File: config.mk
export PLATFORM = sky130hd
export DESIGN_NAME = uart_block_bridge
export DESIGN_NICKNAME = d
export VERILOG_FILES = /design/src/rtl/crypto_pkg.sv /design/src/rtl/block_serializer.sv /design/src/rtl/uart_block_bridge.sv
export SDC_FILE = /design/constraint.sdc
export NUM_CORES = 1
export LEC_CHECK = 0
export ABC_AREA = 1
export BUFFER_PORTS_ARGS = -buffer_cell sky130_fd_sc_hd__buf_2
export CORE_MARGIN = 10
export CORE_UTILIZATION = 35
export DETAILED_ROUTE_END_ITERATION = 16
export GPL_TIMING_DRIVEN = 0
export HOLD_SLACK_MARGIN = 0.06
export PLACE_DENSITY = 0.52
export SLEW_MARGIN = 20
export SYNTH_ARGS = -nofsm -noshare
export SYNTH_HDL_FRONTEND = slang
export SYNTH_SLANG_ARGS = --single-unit
File: constraint.sdc
create_clock -name CLK -period 4.75 [get_ports CLK]
set_clock_uncertainty 0.05 [all_clocks]
set_input_delay 1.425 -clock CLK [delete_from_list [all_inputs] [get_ports CLK]]
set_output_delay 1.425 -clock CLK [all_outputs]
set_load 0.01 [all_outputs]
File: src/rtl/crypto_pkg.sv
// Shared constants and encodings for the UART block bridge.
// Block width derivation and serializer state encodings.
package crypto_pkg;

  localparam int ACK_GUARD = 4;

  typedef enum logic [1:0] {
    ST_IDLE,
    ST_LOAD,
    ST_ACK,
    ST_DONE
  } tx_state_t;

  function automatic int blk_w(input int n);
    return 8 * n;
  endfunction

endpackage

File: src/rtl/block_serializer.sv
// Result buffer and byte serializer towards uart_tx.
// Sends the captured block MSB-first with a START/BUSY handshake.
module block_serializer
  import crypto_pkg::*;
#(
  parameter int BLOCK_BYTES = 8
) (
  input  logic                          clk,
  input  logic                          rst_n,
  input  logic                          cap,
  input  logic [blk_w(BLOCK_BYTES)-1:0] res_data,
  input  logic                          tx_busy,
  output logic [7:0]                    tx_data,
  output logic                          tx_start,
  output logic                          tx_idle,
  output logic                          overflow
);

  localparam int W  = blk_w(BLOCK_BYTES);
  localparam int IW = $clog2(BLOCK_BYTES);
  localparam int GW = $clog2(ACK_GUARD);

  tx_state_t     state;
  logic [W-1:0]  out_buf;
  logic [IW-1:0] idx;
  logic [GW-1:0] guard;

  // out_buf shifts left per byte, so its top byte is always byte idx
  always_ff @(posedge clk or negedge rst_n) begin
    if (!rst_n) begin
      state    <= ST_IDLE;
      out_buf  <= '0;
      idx      <= '0;
      guard    <= '0;
      tx_data  <= '0;
      tx_start <= 1'b0;
      tx_idle  <= 1'b1;
      overflow <= 1'b0;
    end else begin
      if (cap && state != ST_IDLE)
        overflow <= 1'b1;
      unique case (state)
        ST_IDLE: begin
          if (cap) begin
            out_buf <= res_data;
            idx     <= '0;
            tx_idle <= 1'b0;
            state   <= ST_LOAD;
          end
        end
        ST_LOAD: begin
          if (!tx_busy) begin
            tx_data  <= out_buf[W-1 -: 8];
            out_buf  <= {out_buf[W-9:0], 8'h00};
            tx_start <= 1'b1;
            guard    <= '0;
            state    <= ST_ACK;
          end
        end
        ST_ACK: begin
          tx_start <= 1'b0;
          if (tx_busy || guard == GW'(ACK_GUARD - 1))
            state <= ST_DONE;
          else
            guard <= guard + 1'b1;
        end
        ST_DONE: begin
          if (!tx_busy) begin
            if (idx == IW'(BLOCK_BYTES - 1)) begin
              idx     <= '0;
              tx_idle <= 1'b1;
              state   <= ST_IDLE;
            end else begin
              idx   <= idx + 1'b1;
              state <= ST_LOAD;
            end
          end
        end
        default: state <= ST_IDLE;
      endcase
    end
  end

endmodule

File: src/rtl/uart_block_bridge.sv
// Byte-to-block bridge between a UART pair and a block cipher core.
// Assembles blocks with timeout resync and serialises results back.
module uart_block_bridge
  import crypto_pkg::*;
#(
  parameter int BLOCK_BYTES    = 8,
  parameter int TIMEOUT_CYCLES = 1000000,
  parameter int RESULT_DELAY   = 7,
  parameter int RES_VALID_EN   = 1
) (
  input  logic                          CLK,
  input  logic                          RST_N,
  input  logic                          MODE,
  input  logic [7:0]                    RX_DATA,
  input  logic                          RX_READY,
  output logic [blk_w(BLOCK_BYTES)-1:0] BLK_DATA,
  output logic                          BLK_MODE,
  output logic                          BLK_VALID,
  input  logic [blk_w(BLOCK_BYTES)-1:0] RES_DATA,
  input  logic                          RES_VALID,
  output logic [7:0]                    TX_DATA,
  output logic                          TX_START,
  input  logic                          TX_BUSY,
  output logic                          TX_IDLE,
  output logic                          OVERFLOW,
  output logic                          TIMEOUT_EVT
);

  localparam int W    = blk_w(BLOCK_BYTES);
  localparam int SW   = W - 8;
  localparam int CW   = $clog2(BLOCK_BYTES);
  localparam int TLIM = (TIMEOUT_CYCLES > 0) ? TIMEOUT_CYCLES - 1 : 0;
  localparam int TW   = $clog2(TLIM + 2);
  localparam int DW   = $clog2(RESULT_DELAY + 2);

  logic [SW-1:0] shift;
  logic [CW-1:0] rx_cnt;
  logic [TW-1:0] idle;
  logic          tag;
  logic [DW-1:0] dly;
  logic          dly_run;
  logic          cap;

  always_ff @(posedge CLK or negedge RST_N) begin
    if (!RST_N) begin
      shift       <= '0;
      rx_cnt      <= '0;
      idle        <= '0;
      tag         <= 1'b1;
      BLK_DATA    <= '0;
      BLK_MODE    <= 1'b1;
      BLK_VALID   <= 1'b0;
      TIMEOUT_EVT <= 1'b0;
    end else begin
      BLK_VALID   <= 1'b0;
      TIMEOUT_EVT <= 1'b0;
      if (RX_READY) begin
        idle  <= '0;
        shift <= SW'({shift, RX_DATA});
        if (rx_cnt == '0)
          tag <= MODE;
        if (rx_cnt == CW'(BLOCK_BYTES - 1)) begin
          BLK_DATA  <= {shift, RX_DATA};
          BLK_MODE  <= tag;
          BLK_VALID <= 1'b1;
          rx_cnt    <= '0;
        end else begin
          rx_cnt <= rx_cnt + 1'b1;
        end
      end else if (TIMEOUT_CYCLES != 0 && rx_cnt != '0) begin
        if (idle == TW'(TLIM)) begin
          rx_cnt      <= '0;
          idle        <= '0;
          TIMEOUT_EVT <= 1'b1;
        end else begin
          idle <= idle + 1'b1;
        end
      end
    end
  end

  // dly counts cycles since BLK_VALID for a combinational core
  always_ff @(posedge CLK or negedge RST_N) begin
    if (!RST_N) begin
      dly     <= '0;
      dly_run <= 1'b0;
    end else if (BLK_VALID) begin
      dly     <= DW'(1);
      dly_run <= 1'b1;
    end else if (dly_run) begin
      if (dly == DW'(RESULT_DELAY))
        dly_run <= 1'b0;
      else
        dly <= dly + 1'b1;
    end
  end

  always_comb begin
    cap = 1'b0;
    if (RES_VALID_EN != 0)
      cap = RES_VALID;
    else if (RESULT_DELAY == 0)
      cap = BLK_VALID;
    else
      cap = dly_run && (dly == DW'(RESULT_DELAY));
  end

  block_serializer #(
    .BLOCK_BYTES(BLOCK_BYTES)
  ) u_ser (
    .clk     (CLK),
    .rst_n   (RST_N),
    .cap     (cap),
    .res_data(RES_DATA),
    .tx_busy (TX_BUSY),
    .tx_data (TX_DATA),
    .tx_start(TX_START),
    .tx_idle (TX_IDLE),
    .overflow(OVERFLOW)
  );

endmodule

==> reports/summary.txt <==
status: finished, final reports clean
Placed Cells: 1616
fin crit period: 2.70 ns
gr usage total: 0.146
grt total ovfl: 0
Std-Cell Rows: 61
register bit count reported by yosys: 229
initial antenna violation count: 7
area occupied by multi-input gates: 3150 µm²
Final period util: 0.569
fin. max-slew vios: 0
CTS buffer count: 27
Synth Cell Area: 9750 µm²
nature of the critical path startpoint: flip-flop
Routed WL per cell: 15.5 µm
Worst slew margin: 0.583
Finish-stage setup viols: 0
Yosys cell types: 30
clk sink count: 229
Clock transition at path regs: 0.06 ns
root buf cell: clkbuf_16
chip width: 187 µm
sequential share of power: 0.388
cell family contributing the most delay on the critical path: flip-flops
first-pass GRT wire length: 42800 µm
port bufs: 154
Syn Inst Count: 1082
vias in the first global route: 7910
Yosys top cell by area: dfrtp_1
Post-CTS Setup Bufs: 0
Routed WL: 25800 µm
CORE AREA: 27600 µm²
Crit Reg-Reg Endpoint: BLK_DATA[58]$_DFFE_PN0P_
Detail Route Antenna Nets: 0
flop-to-flop setup slack: 2.77 ns
Via Count: 7709
Clock Tree Buf Depth: 3
IO Count: 156
crit-path max FO: 2
CTS resizes: 0
post-DP HPWL: 18900 µm
vias per std cell: 4.62
post-synthesis sequential area ratio: 0.588
fin util: 0.434
syn avg cell area: 9.01 µm²
Sw Pwr: 2670 µW
largest net degree at the start of global routing: 87
pre-CTS WS: 1.95 ns
drt pass-1 iters: 5
worst hold slack: 0.421 ns
Post-CTS Hold Fix Bufs: 0
Worst path depth: 1
Clock Power Share: 0.283
Max-Cap Viols: 0
die footprint: 34900 µm²
area post-placement: 11100 µm²
post-route setup slack: 2.05 ns
unrepaired setup endpoints after global routing: false
CP cell instances: buf_2
Logic pwr share: 0.329
die height: 187 µm
Fill cells: 2859
PwrDens: 626 nW/µm²
ranking of synthesized cells by area: dfrtp_1 (58%), nand2_1 (10%), o21ai_0 (9.5%)
commonest non-fill, non-tap cell in the layout: nand2_1
CP bufs+invs: 1
Placer Congestion: 0.808
CP Capture Type: output port
Net Sw Frac: 0.356
Internal: 4830 µW
crit path from: BLK_MODE$_DFFE_PN1P_
Hold Vio Cnt, Final: 0
R2R depth: 7
ratio of cells with drive above 1 in the final layout: 0.198
initial cell density of the core: 0.353
CP Data Required Time: 3.27 ns
Worst Setup EP: BLK_MODE
Layout Cells excl Fill: 1667
DRT iter0 DRCs: 472
Nets: 1357
H-Tree Depth: 1
Fmax: 370 MHz
slowest library cell on the worst path: dfstp_2
finished layout cell area: 12000 µm²
Post-Syn Nets: 1172
CTS tree: done
reg2reg start: rx_cnt[0]$_DFFE_PN0P_
register area: 5730 µm²
DRC viols: 0
Synth warnings: 0
CP arrival: 1.23 ns
most frequent cells in the layout: nand2_1 (270), dfrtp_1 (226), o21ai_0 (185)
Clock Latency Late Sink: 0.54 ns
Hold Crit Class: reg2reg
Syn-to-layout area delta: 22.9%
type of the worst setup path: reg2out
max incr delay on CP: 0.55 ns
Pleak: 0.00592 µW
peak supply drop: 342 µV
post-synth top area share: 0.580
measured slew at the worst slew-check pin: 0.625 ns
[logic make-up (layout without fill, tap and decap cells)]
group,count (synthesis),in the layout,synth area share
flip-flops,229,229,0.588
buffers and inverters,210,414,0.0889
AO/OA/AOI/OAI,271,271,0.156
other,0,3,0
XOR/XNOR,8,8,0.00719
adder cells (fa/ha/maj),12,12,0.0154
AND/OR/NAND/NOR,352,352,0.145
[layout make-up]
type / instances / area share
Multi-Input combinational cell: 643 / 0.263
Antenna cell: 3 / 0.000626
Tap cell: 378 / 0.0395
Clock inverter: 10 / 0.0119
Sequential cell: 229 / 0.478
Inverter: 154 / 0.0482
Clock buffer: 38 / 0.0648
Buffer: 56 / 0.0241
Timing Repair Buffer: 156 / 0.0697
[layer usage]
metal | share of wire | wire, µm | global-route usage
met5 | 0.0019 | 48 | 0
met4 | 0.016 | 418 | 0.0332
met3 | 0.062 | 1600 | 0.0425
met2 | 0.47 | 12000 | 0.235
met1 | 0.45 | 11700 | 0.191
[per-stage QoR]
stage	setup TNS, ns	total power, µW
2_1_floorplan	0	4520
3_3_place_gp	-471.73	5400
3_5_place_dp	0	5460
4_1_cts	0	7620
5_1_grt	0	8120
6_report	0	7500
[state kept, by name, indices dropped and copies added, names as in the netlist, 2 cells and up]
register	cells
shift	56
u_ser.out_buf	64
u_ser.guard	2
u_ser.tx_data	8
u_ser.state	2
BLK_DATA	64
idle	20
u_ser.idx	3
rx_cnt	3
[Yosys cell counts, drive strengths merged]
master	instances
buf	41
nor3	7
or2	1
xor2	5
o21bai	5
a21oi	7
inv	154
ha	12
nand3b	1
o211ai	56
nand3	27
nor2	40
nand2	272
clkbuf	15
o21a	2
nand4	4
a22oi	1
xnor2	3
dfstp	3
o21ai	200
dfrtp	226
[worst min path at each step]
stage                               startpoint                          to  slack [ns]  cells after the start
global route          BLK_DATA[43]$_DFFE_PN0P_    BLK_DATA[43]$_DFFE_PN0P_        0.45                      2
finish                 BLK_DATA[5]$_DFFE_PN0P_     BLK_DATA[5]$_DFFE_PN0P_        0.42                      2
floorplan                      tag$_DFFE_PN1P_             tag$_DFFE_PN1P_        0.40                      2
global placement    u_ser.overflow$_DFFE_PN0P_  u_ser.overflow$_DFFE_PN0P_        0.41                      1
detailed placement  u_ser.overflow$_DFFE_PN0P_  u_ser.overflow$_DFFE_PN0P_        0.41                      1
CTS                    BLK_DATA[5]$_DFFE_PN0P_     BLK_DATA[5]$_DFFE_PN0P_        0.43                      2
[power by group through the flow]
stage	logic, µW	clock network, µW	registers (µW)
global route	2860	2270	2990
CTS	2530	2180	2910
detailed placement	2510	0	2940
global placement	2470	0	2930
finish	2460	2120	2910
floorplan	1500	0	3010
No activity file was read; power rests on OpenSTA's default activity.
